==> src/rtl/sb_pkg.sv <==
`default_nettype none
// ============================================================================
// Module   : sb_pkg
// Purpose  : Shared slot state encoding and sizing helper for the scoreboard.
// Revision : 1.0
// ============================================================================
package sb_pkg;

   typedef enum logic [0:0] {
      SLOT_FREE  = 1'b0,
      SLOT_TRACK = 1'b1
   } slot_state_e;

   // Index width that never collapses to zero bits for a single slot
   function automatic int clog2_min1(input int n);
      return (n > 1) ? $clog2(n) : 1;
   endfunction

endpackage
`default_nettype wire

==> src/rtl/sb_slot_tracker.sv <==
`default_nettype none
// ============================================================================
// Module   : sb_slot_tracker
// Purpose  : One tracked-packet slot: captured data plus distance to FIFO head.
// Revision : 1.0
// ============================================================================
module sb_slot_tracker
   import sb_pkg::*;
#(
   parameter int WIDTH  = 8,
   parameter int CNTWID = 4
) (
   input  logic              clk,
   input  logic              rst,
   input  logic              capture,
   input  logic              pop_eff,
   input  logic [WIDTH-1:0]  cap_data,
   input  logic [CNTWID-1:0] cap_pos,
   output logic              tracking,
   output logic              exiting,
   output logic [WIDTH-1:0]  data
);

   slot_state_e       r_state;
   logic [CNTWID-1:0] r_pos;
   logic [WIDTH-1:0]  r_data;

   assign tracking = (r_state == SLOT_TRACK);
   // Suppressed during reset so a discarded slot never reports an exit
   assign exiting  = tracking & pop_eff & (r_pos == CNTWID'(1)) & ~rst;
   assign data     = r_data;

   always_ff @(posedge clk) begin
      if (rst) begin
         r_state <= SLOT_FREE;
         r_pos   <= '0;
         r_data  <= '0;
      end else begin
         case (r_state)
            SLOT_FREE: begin
               if (capture) begin
                  r_state <= SLOT_TRACK;
                  r_data  <= cap_data;
                  r_pos   <= cap_pos;
               end
            end
            SLOT_TRACK: begin
               if (pop_eff) begin
                  if (r_pos == CNTWID'(1)) r_state <= SLOT_FREE;
                  else                     r_pos   <= r_pos - CNTWID'(1);
               end
            end
            default: r_state <= SLOT_FREE;
         endcase
      end
   end

endmodule
`default_nettype wire

==> src/rtl/multi_packet_scoreboard.sv <==
`default_nettype none
// ============================================================================
// Module   : multi_packet_scoreboard
// Purpose  : FIFO-order scoreboard tracking up to NUM_TRACK packets; optional
//            sticky failure latch enabled by macro SB_STICKY_FAIL_EN.
// Revision : 1.0
// ============================================================================
module multi_packet_scoreboard
   import sb_pkg::*;
#(
   parameter int DEPTH     = 8,
   parameter int WIDTH     = 8,
   parameter int NUM_TRACK = 2,
   parameter int CNTWID    = $clog2(DEPTH) + 1,
   parameter int SLOTW     = clog2_min1(NUM_TRACK)
) (
   input  logic                 clk,
   input  logic                 rst,
   input  logic                 push,
   input  logic                 pop,
   input  logic                 start,
   input  logic [WIDTH-1:0]     data_in,
   input  logic [WIDTH-1:0]     data_out,
   output logic                 empty,
   output logic                 full,
   output logic [CNTWID-1:0]    occ,
   output logic [NUM_TRACK-1:0] tracking,
   output logic                 chk_vld,
   output logic [SLOTW-1:0]     chk_slot,
   output logic [WIDTH-1:0]     chk_expected,
   output logic                 ovf,
   output logic                 udf,
   output logic                 fail,
   output logic                 prop_signal
);

   logic [CNTWID-1:0]    r_occ;
   logic                 w_push_eff;
   logic                 w_pop_eff;
   logic [CNTWID-1:0]    w_cap_pos;
   logic [NUM_TRACK-1:0] w_capture;
   logic [NUM_TRACK-1:0] w_exiting;
   logic [WIDTH-1:0]     w_slot_data [NUM_TRACK];
   logic                 w_found;
   logic                 w_ok;

   assign occ        = r_occ;
   assign empty      = (r_occ == '0);
   assign full       = (r_occ == CNTWID'(DEPTH));
   assign w_push_eff = push & ~full;
   assign w_pop_eff  = pop & ~empty;
   assign ovf        = push & full;
   assign udf        = pop & empty;
   // Position after this cycle's pop, counted from the head (1 = head)
   assign w_cap_pos  = r_occ - CNTWID'(w_pop_eff) + CNTWID'(1);

   always_ff @(posedge clk) begin
      if (rst) r_occ <= '0;
      else     r_occ <= r_occ + CNTWID'(w_push_eff) - CNTWID'(w_pop_eff);
   end

   // Lowest-index FREE slot wins; a slot exiting this cycle is still TRACK here
   always_comb begin
      w_capture = '0;
      w_found   = 1'b0;
      for (int i = 0; i < NUM_TRACK; i++) begin
         if (!tracking[i] && !w_found) begin
            w_capture[i] = start & w_push_eff;
            w_found      = 1'b1;
         end
      end
   end

   generate
      for (genvar gi = 0; gi < NUM_TRACK; gi++) begin : g_slot
         sb_slot_tracker #(
            .WIDTH  (WIDTH),
            .CNTWID (CNTWID)
         ) u_slot (
            .clk      (clk),
            .rst      (rst),
            .capture  (w_capture[gi]),
            .pop_eff  (w_pop_eff),
            .cap_data (data_in),
            .cap_pos  (w_cap_pos),
            .tracking (tracking[gi]),
            .exiting  (w_exiting[gi]),
            .data     (w_slot_data[gi])
         );
      end
   endgenerate

   always_comb begin
      chk_vld      = |w_exiting;
      chk_slot     = '0;
      chk_expected = '0;
      for (int i = 0; i < NUM_TRACK; i++) begin
         if (w_exiting[i]) begin
            chk_slot     = SLOTW'(i);
            chk_expected = w_slot_data[i];
         end
      end
   end

   assign w_ok = ~chk_vld | (data_out == chk_expected);

`ifdef SB_STICKY_FAIL_EN
   logic r_fail;

   always_ff @(posedge clk) begin
      if (rst)        r_fail <= 1'b0;
      else if (!w_ok) r_fail <= 1'b1;
   end

   assign fail        = r_fail;
   assign prop_signal = w_ok & ~r_fail;
`else
   assign fail        = 1'b0;
   assign prop_signal = w_ok;
`endif

endmodule
`default_nettype wire

==> config.mk <==
export PLATFORM = sky130hd
export DESIGN_NAME = multi_packet_scoreboard
export DESIGN_NICKNAME = d
export VERILOG_FILES = /design/src/rtl/sb_pkg.sv /design/src/rtl/sb_slot_tracker.sv /design/src/rtl/multi_packet_scoreboard.sv
export SDC_FILE = /design/constraint.sdc
export NUM_CORES = 1
export LEC_CHECK = 0
export ABC_AREA = 1
export CAP_MARGIN = 20
export CORE_MARGIN = 2
export CORE_UTILIZATION = 51
export CTS_CLUSTER_SIZE = 30
export DETAILED_ROUTE_END_ITERATION = 16
export PLACE_DENSITY = 0.8
export SYNTH_ARGS = -nofsm -noshare
export SYNTH_HDL_FRONTEND = slang
export SYNTH_HIERARCHICAL = 1
export SYNTH_SLANG_ARGS = --single-unit
==> constraint.sdc <==
create_clock -name clk -period 4.9 [get_ports clk]
set_input_delay 1.47 -clock clk [delete_from_list [all_inputs] [get_ports clk]]
set_output_delay 1.47 -clock clk [all_outputs]
set_load 0.1 [all_outputs]
; After elaboration in Yosys (flattened, before gate mapping)
; Cells that the tools add are included.
[word_totals]
reg_bits = 30
out_inout_bits = 22
input_bits = 21
[op_classes]
eq_ne = 10
reduce_logical = 8
muxes = 21
add_sub_neg = 6
bitwise = 18
[ops]
columns = operator, n
row1 = 2-to-1 mux 4 bit, 6
row2 = 2-to-1 mux 8 bit, 2
row3 = one-hot mux 4 bit (2 select lines), 2
row4 = bitwise AND 1 bit, 11
row5 = 2-to-1 mux 1 bit, 9
row6 = "equality test 4 x 1 -> 1 bit, second input constant", 2
row7 = equality test 8 bit, 1
row8 = subtractor 4 x 1 -> 4 bit, 2
row9 = "subtractor 4 x 1 -> 4 bit, second input constant", 2
row10 = "!= test 2 x 1 -> 1 bit, second input constant", 3
row11 = "!= test 2 bit, second input constant", 3
row12 = inverter 1 bit, 6
row13 = AND reduction 3 bit, 2
row14 = adder 4 x 1 -> 4 bit, 1
row15 = "adder 4 x 1 -> 4 bit, second input constant", 1
row16 = "equality test 4 bit, second input constant", 1
row17 = zero test 4 bit, 1
row18 = one-hot mux 1 bit (2 select lines), 2
row19 = AND reduction 2 bit, 2
row20 = OR reduction 2 bit, 1
row21 = logical AND 1 bit, 1
row22 = zero test 1 bit, 1
row23 = OR 1 bit, 1

; Depth between registers and ports, before layout
[depth]
ltp_word = 10
mapped_depth = 17
depth_no_buf = 16

; By module
; The synthesis kept the hierarchy.
[by_module_without_submodules]
columns = mod, area_each_um2, cells_per_inst, seq_area_each_um2, n_inst
row1 = sb_slot_tracker, 603.1, 82, 260.2, 2
row2 = multi_packet_scoreboard, 789.5, 138, 80.1, 1

; Worst setup path after synthesis
; Ideal clock, no wire load.
[synth_path]
path_kind = register to output
start = register r_occ[2] (netlist: occ[2])
end = output prop_signal
stages_incl_launch_ff = 16
slack_ps = -3400
t_required_ps = 3430
t_arrival_ps = 6830
path_buffers = 0
path_cell_list = dfxtp_1 -> inv_1 -> ha_1 -> nand3_1 -> inv_1 -> nor2_1 -> nand2_2 -> nor3_1 -> nand2_1 -> nand2_1 -> nand2_1 -> nand2_1 -> nand2_1 -> nor2_1 -> nand2_1 -> nand2_1
[synth_between]
elab_chain_cells = 10
[synth_lines]
columns = item, line_no
row1 = "start, declared", multi_packet_scoreboard.sv:37  ; logic [CNTWID-1:0] r_occ;
row2 = "start signal, assigned", multi_packet_scoreboard.sv:59  ; else r_occ <= r_occ + CNTWID'(w_push_eff) - CNTWID'(w_pop_eff);
row3 = zero test 4 bit (*), multi_packet_scoreboard.sv:48  ; assign empty = (r_occ == '0);
row4 = via empty, multi_packet_scoreboard.sv:24  ; output logic empty,
row5 = inverter 1 bit (*), multi_packet_scoreboard.sv:51  ; assign w_pop_eff = pop & ~empty;
row6 = bitwise AND 1 bit (*), multi_packet_scoreboard.sv:51
row7 = via w_pop_eff, multi_packet_scoreboard.sv:39  ; logic w_pop_eff;
row8 = bitwise AND 1 bit (3 in a row), sb_slot_tracker.sv:30  ; assign exiting = tracking & pop_eff & (r_pos == CNTWID'(1)) & ~rst;
row9 = 2-to-1 mux 8 bit, multi_packet_scoreboard.sv:98  ; if (w_exiting[i]) begin
row10 = 2-to-1 mux 8 bit (*), multi_packet_scoreboard.sv:98
row11 = via chk_expected[2], multi_packet_scoreboard.sv:30  ; output logic [WIDTH-1:0] chk_expected,
row12 = equality test 8 bit (*), multi_packet_scoreboard.sv:105  ; assign w_ok = ~chk_vld | (data_out == chk_expected);
row13 = OR 1 bit (*), multi_packet_scoreboard.sv:105
row14 = "end, declared", multi_packet_scoreboard.sv:34  ; output logic prop_signal
; The timed path passes the listed nets; every way through them passes the cells marked *.

; Worst setup path in the final report
[layout_path]
start = input pop
end = output prop_signal
[layout_between]
elab_chain_cells = 8
[layout_lines]
columns = item, line_no
row1 = "start, declared", multi_packet_scoreboard.sv:20  ; input logic pop,
row2 = bitwise AND 1 bit (*), multi_packet_scoreboard.sv:51
row3 = via w_pop_eff, multi_packet_scoreboard.sv:39
row4 = bitwise AND 1 bit (3 in a row), sb_slot_tracker.sv:30
row5 = 2-to-1 mux 8 bit (2 in a row), multi_packet_scoreboard.sv:98
row6 = equality test 8 bit, multi_packet_scoreboard.sv:105
row7 = OR 1 bit (*), multi_packet_scoreboard.sv:105
; Marked as above.

==> results.json <==
{
  "outcome": "completed",
  "final_common_cell": "nor2_1",
  "num_io_pins": 43,
  "drtPass1Iterations": 5,
  "final_layout_size_suffix_gt1_frac": 0.2670,
  "critPathArrivalTime_ns": 3.20,
  "headroom_to_the_max_slew_limit": 0.3560,
  "ys_seq_elements": 30,
  "setup.worst_path.end_class": "output pin",
  "ctsRootBufferMaster": "clkbuf_8",
  "post_synth_inst_count": 302,
  "effective_utilization_at_floorplan": 0.5370,
  "pre_cts_ws_ns": -0.2326,
  "synth_top_area_cell": "dfxtp_1",
  "syn_nets": 337,
  "overflow": 0,
  "drtIter0Drc": 124,
  "rows": 22,
  "finalHoldViolations": 0,
  "clk_pin_slew_ns": 0.06,
  "timing_worst_slew_pin_value_ns": 0.9630,
  "globalplace.congestion": 0.8406,
  "drv_cap": 0,
  "drt_wl_total_um": 5437,
  "core-area_um2": 3716,
  "routed_via_density": 5.198,
  "clock_tree_from_tritoncts": "done",
  "design.die.area_um2": 4430,
  "slew_violations": 0,
  "syn_avg_cell_area_um2": 6.608,
  "antenna_left": 0,
  "clk_latency_ns": 0.29,
  "die_w_um": 66.56,
  "drt-wirelength-per-cell_um": 13.10,
  "rsz_0062_raised_after_global_routing": "false",
  "cp_data_required_time_ns": 3.43,
  "syn-cell-area_um2": 1996,
  "ir_drop_uv": 676.6,
  "cts.hold.buffers_added": 0,
  "floorplan.die.height_um": 66.56,
  "area_growth_pct": 50.41,
  "cellPowerDensity_nw_per_um2": 392.0,
  "crit_path_start_kind": "input pin",
  "htree_levels": 2,
  "finalWorstPathRequiredPeriod_ns": 4.674,
  "total_leakage_power_nw": 1.334,
  "postLayoutCoreUtil": 0.8077,
  "crit_type": "input pin to output pin",
  "grt_start_max_net_pins": 16,
  "final_cell_mix": "nor2_1, nand2_1, inv_1",
  "min-delay-path-class": "register to register",
  "cpMaxStageDelayCell": "nor3_4",
  "fmax_mhz": 213.9,
  "antenna_violations_before_repair": 0,
  "final_cell_count_no_fill": 415,
  "wire_length_of_the_first_global_routing_pass_um": 9321,
  "path_cells": "clkbuf_2 -> inv_12 -> nor2_4 -> nand2_2 -> nor3_4 -> inv_2 -> nand3_2 -> nand3b_1 -> nand2_1 -> nand2_1 -> nor2_1 -> nand2_2 -> nand2_8 -> buf_12",
  "synth_area_leaders": "dfxtp_1, nand2_1, nor2_1",
  "setup_viol": 0,
  "synth-seq-area-share": 0.3009,
  "post_cts.repair.setup_buffers": 0,
  "cts.sink_count": 30,
  "port_buffers": 41,
  "post_synth_num_cell_types": 28,
  "post_dp_hpwl_um": 4201,
  "grt_usage": 0.2719,
  "routed_vias": 2157,
  "grt_pass1_vias": 2144,
  "synth_top_area_frac": 0.3009,
  "ys.warnings.count": 6,
  "final_critical_path_setup_slack_ns": 0.2257,
  "place_inst": 407,
  "drcViolationCount": 0,
  "fin_worst_skew_ns": 0.007297,
  "layout_worst_path_cycle_share": 0.9539,
  "cts_bufs_inserted": 5,
  "biggest_fanout_along_the_worst_timing_path": 13,
  "antenna_cells": 0,
  "timing.setup.tns_ns": 0,
  "finalNetCount": 401,
  "critical_path.max_stage_delay_ns": 0.27,
  "clock_path_buffers": 2
}
==> through the flow <==
| step | power, mW | cell area, µm² | hold WS (ns) |
|---|---|---|---|
| after floorplan | 0.8077 | 2196 | 0.4579 |
| after global placement | 0.9487 | 2913 | 0.4724 |
| after detailed placement | 0.9666 | 2913 | 0.4685 |
| after CTS | 1.178 | 3003 | 0.4801 |
| after global routing | 1.247 | 3002 | 0.5066 |
| final | 1.177 | 3002 | 0.4824 |
==> power breakdown <==
part	internal, mW	total (mW)	switching, mW
sequential	0.291	0.333	0.0420
clock	0.113	0.211	0.0980
combinational	0.202	0.633	0.431
==> cells in the mapped netlist <==
| cell | instances |
|---|---|
| nand2_4 | 4 |
| conb_1 | 1 |
| nand3_4 | 1 |
| ha_1 | 13 |
| nor2_1 | 54 |
| inv_2 | 3 |
| fa_1 | 1 |
| buf_4 | 3 |
| a21oi_2 | 4 |
| xor2_1 | 2 |
| nand3b_1 | 6 |
| clkbuf_1 | 2 |
| nor3_1 | 2 |
| nand3_1 | 24 |
| nand2_2 | 6 |
| nand2_1 | 64 |
| dfxtp_1 | 30 |
| inv_1 | 39 |
| nand3_2 | 3 |
| clkinv_1 | 2 |
| o21ai_0 | 26 |
| nor3b_1 | 1 |
| o21ai_1 | 2 |
| o221ai_1 | 2 |
| a211oi_1 | 1 |
| or2_2 | 3 |
| clkinv_2 | 2 |
| buf_6 | 1 |
==> routing by layer <==
metal	global-route usage	routed length (µm)	up-vias
met3	0.03885	221	12
met4	0.08673	86	0
met2	0.4938	2752	67
li1	-	-	1076
met1	0.3267	2377	1002
met5	0	0	-
==> registers in the layout (all words and copies together), names as in the netlist <==
| signal | cells |
|---|---|
| g_slot.u_slot/tracking | 2 |
| occ | 4 |
| g_slot.u_slot/data | 16 |
| g_slot.u_slot/r_pos | 8 |
==> final cells by class <==
cell class	count	area, µm²
Multi-Input combinational cell	220	1350
Inverter	46	193.9
Sequential cell	30	615.6
Tap cell	48	60.06
Timing Repair Buffer	63	690.7
Fill cell	262	714.4
Clock inverter	1	5.005
Clock buffer	7	86.33
==> critical path: cells and delay by family <==
kind          cells  cell delay (ns)
buf+inv           4             0.55
simple gates     10             1.17
==> what timing repair did <==
action                     4_1_cts  5_1_grt
setup endpoints to repair        1        1
resized for setup                1        3
hold endpoints to repair         0        0
==> logic make-up (layout without fill, tap and decap cells) <==
kind of cell / after synthesis / in the layout / share of synthesized area
other: 1 / 1 / 0.001879
buffers and inverters: 52 / 117 / 0.1085
adders and majority gates: 14 / 14 / 0.09154
AOI/OAI and AO/OA: 35 / 35 / 0.1003
DFF: 30 / 30 / 0.3009
and+or+nand+nor: 168 / 168 / 0.3881
xor gates and xnor gates: 2 / 2 / 0.008779
==> final timing paths <==
check / cells past startpoint / endpoint / slack, ns / start
max: 14 / prop_signal / 0.23 / pop
max reg2reg: 15 / g_slot[1].u_slot/r_pos[3] / 2.59 / occ[2]
min: 2 / g_slot[0].u_slot/r_pos[3] / 0.48 / g_slot[0].u_slot/r_pos[3]
min reg2reg: 2 / g_slot[0].u_slot/r_pos[3] / 0.48 / g_slot[0].u_slot/r_pos[3]
(Power assumes the default switching activity.)
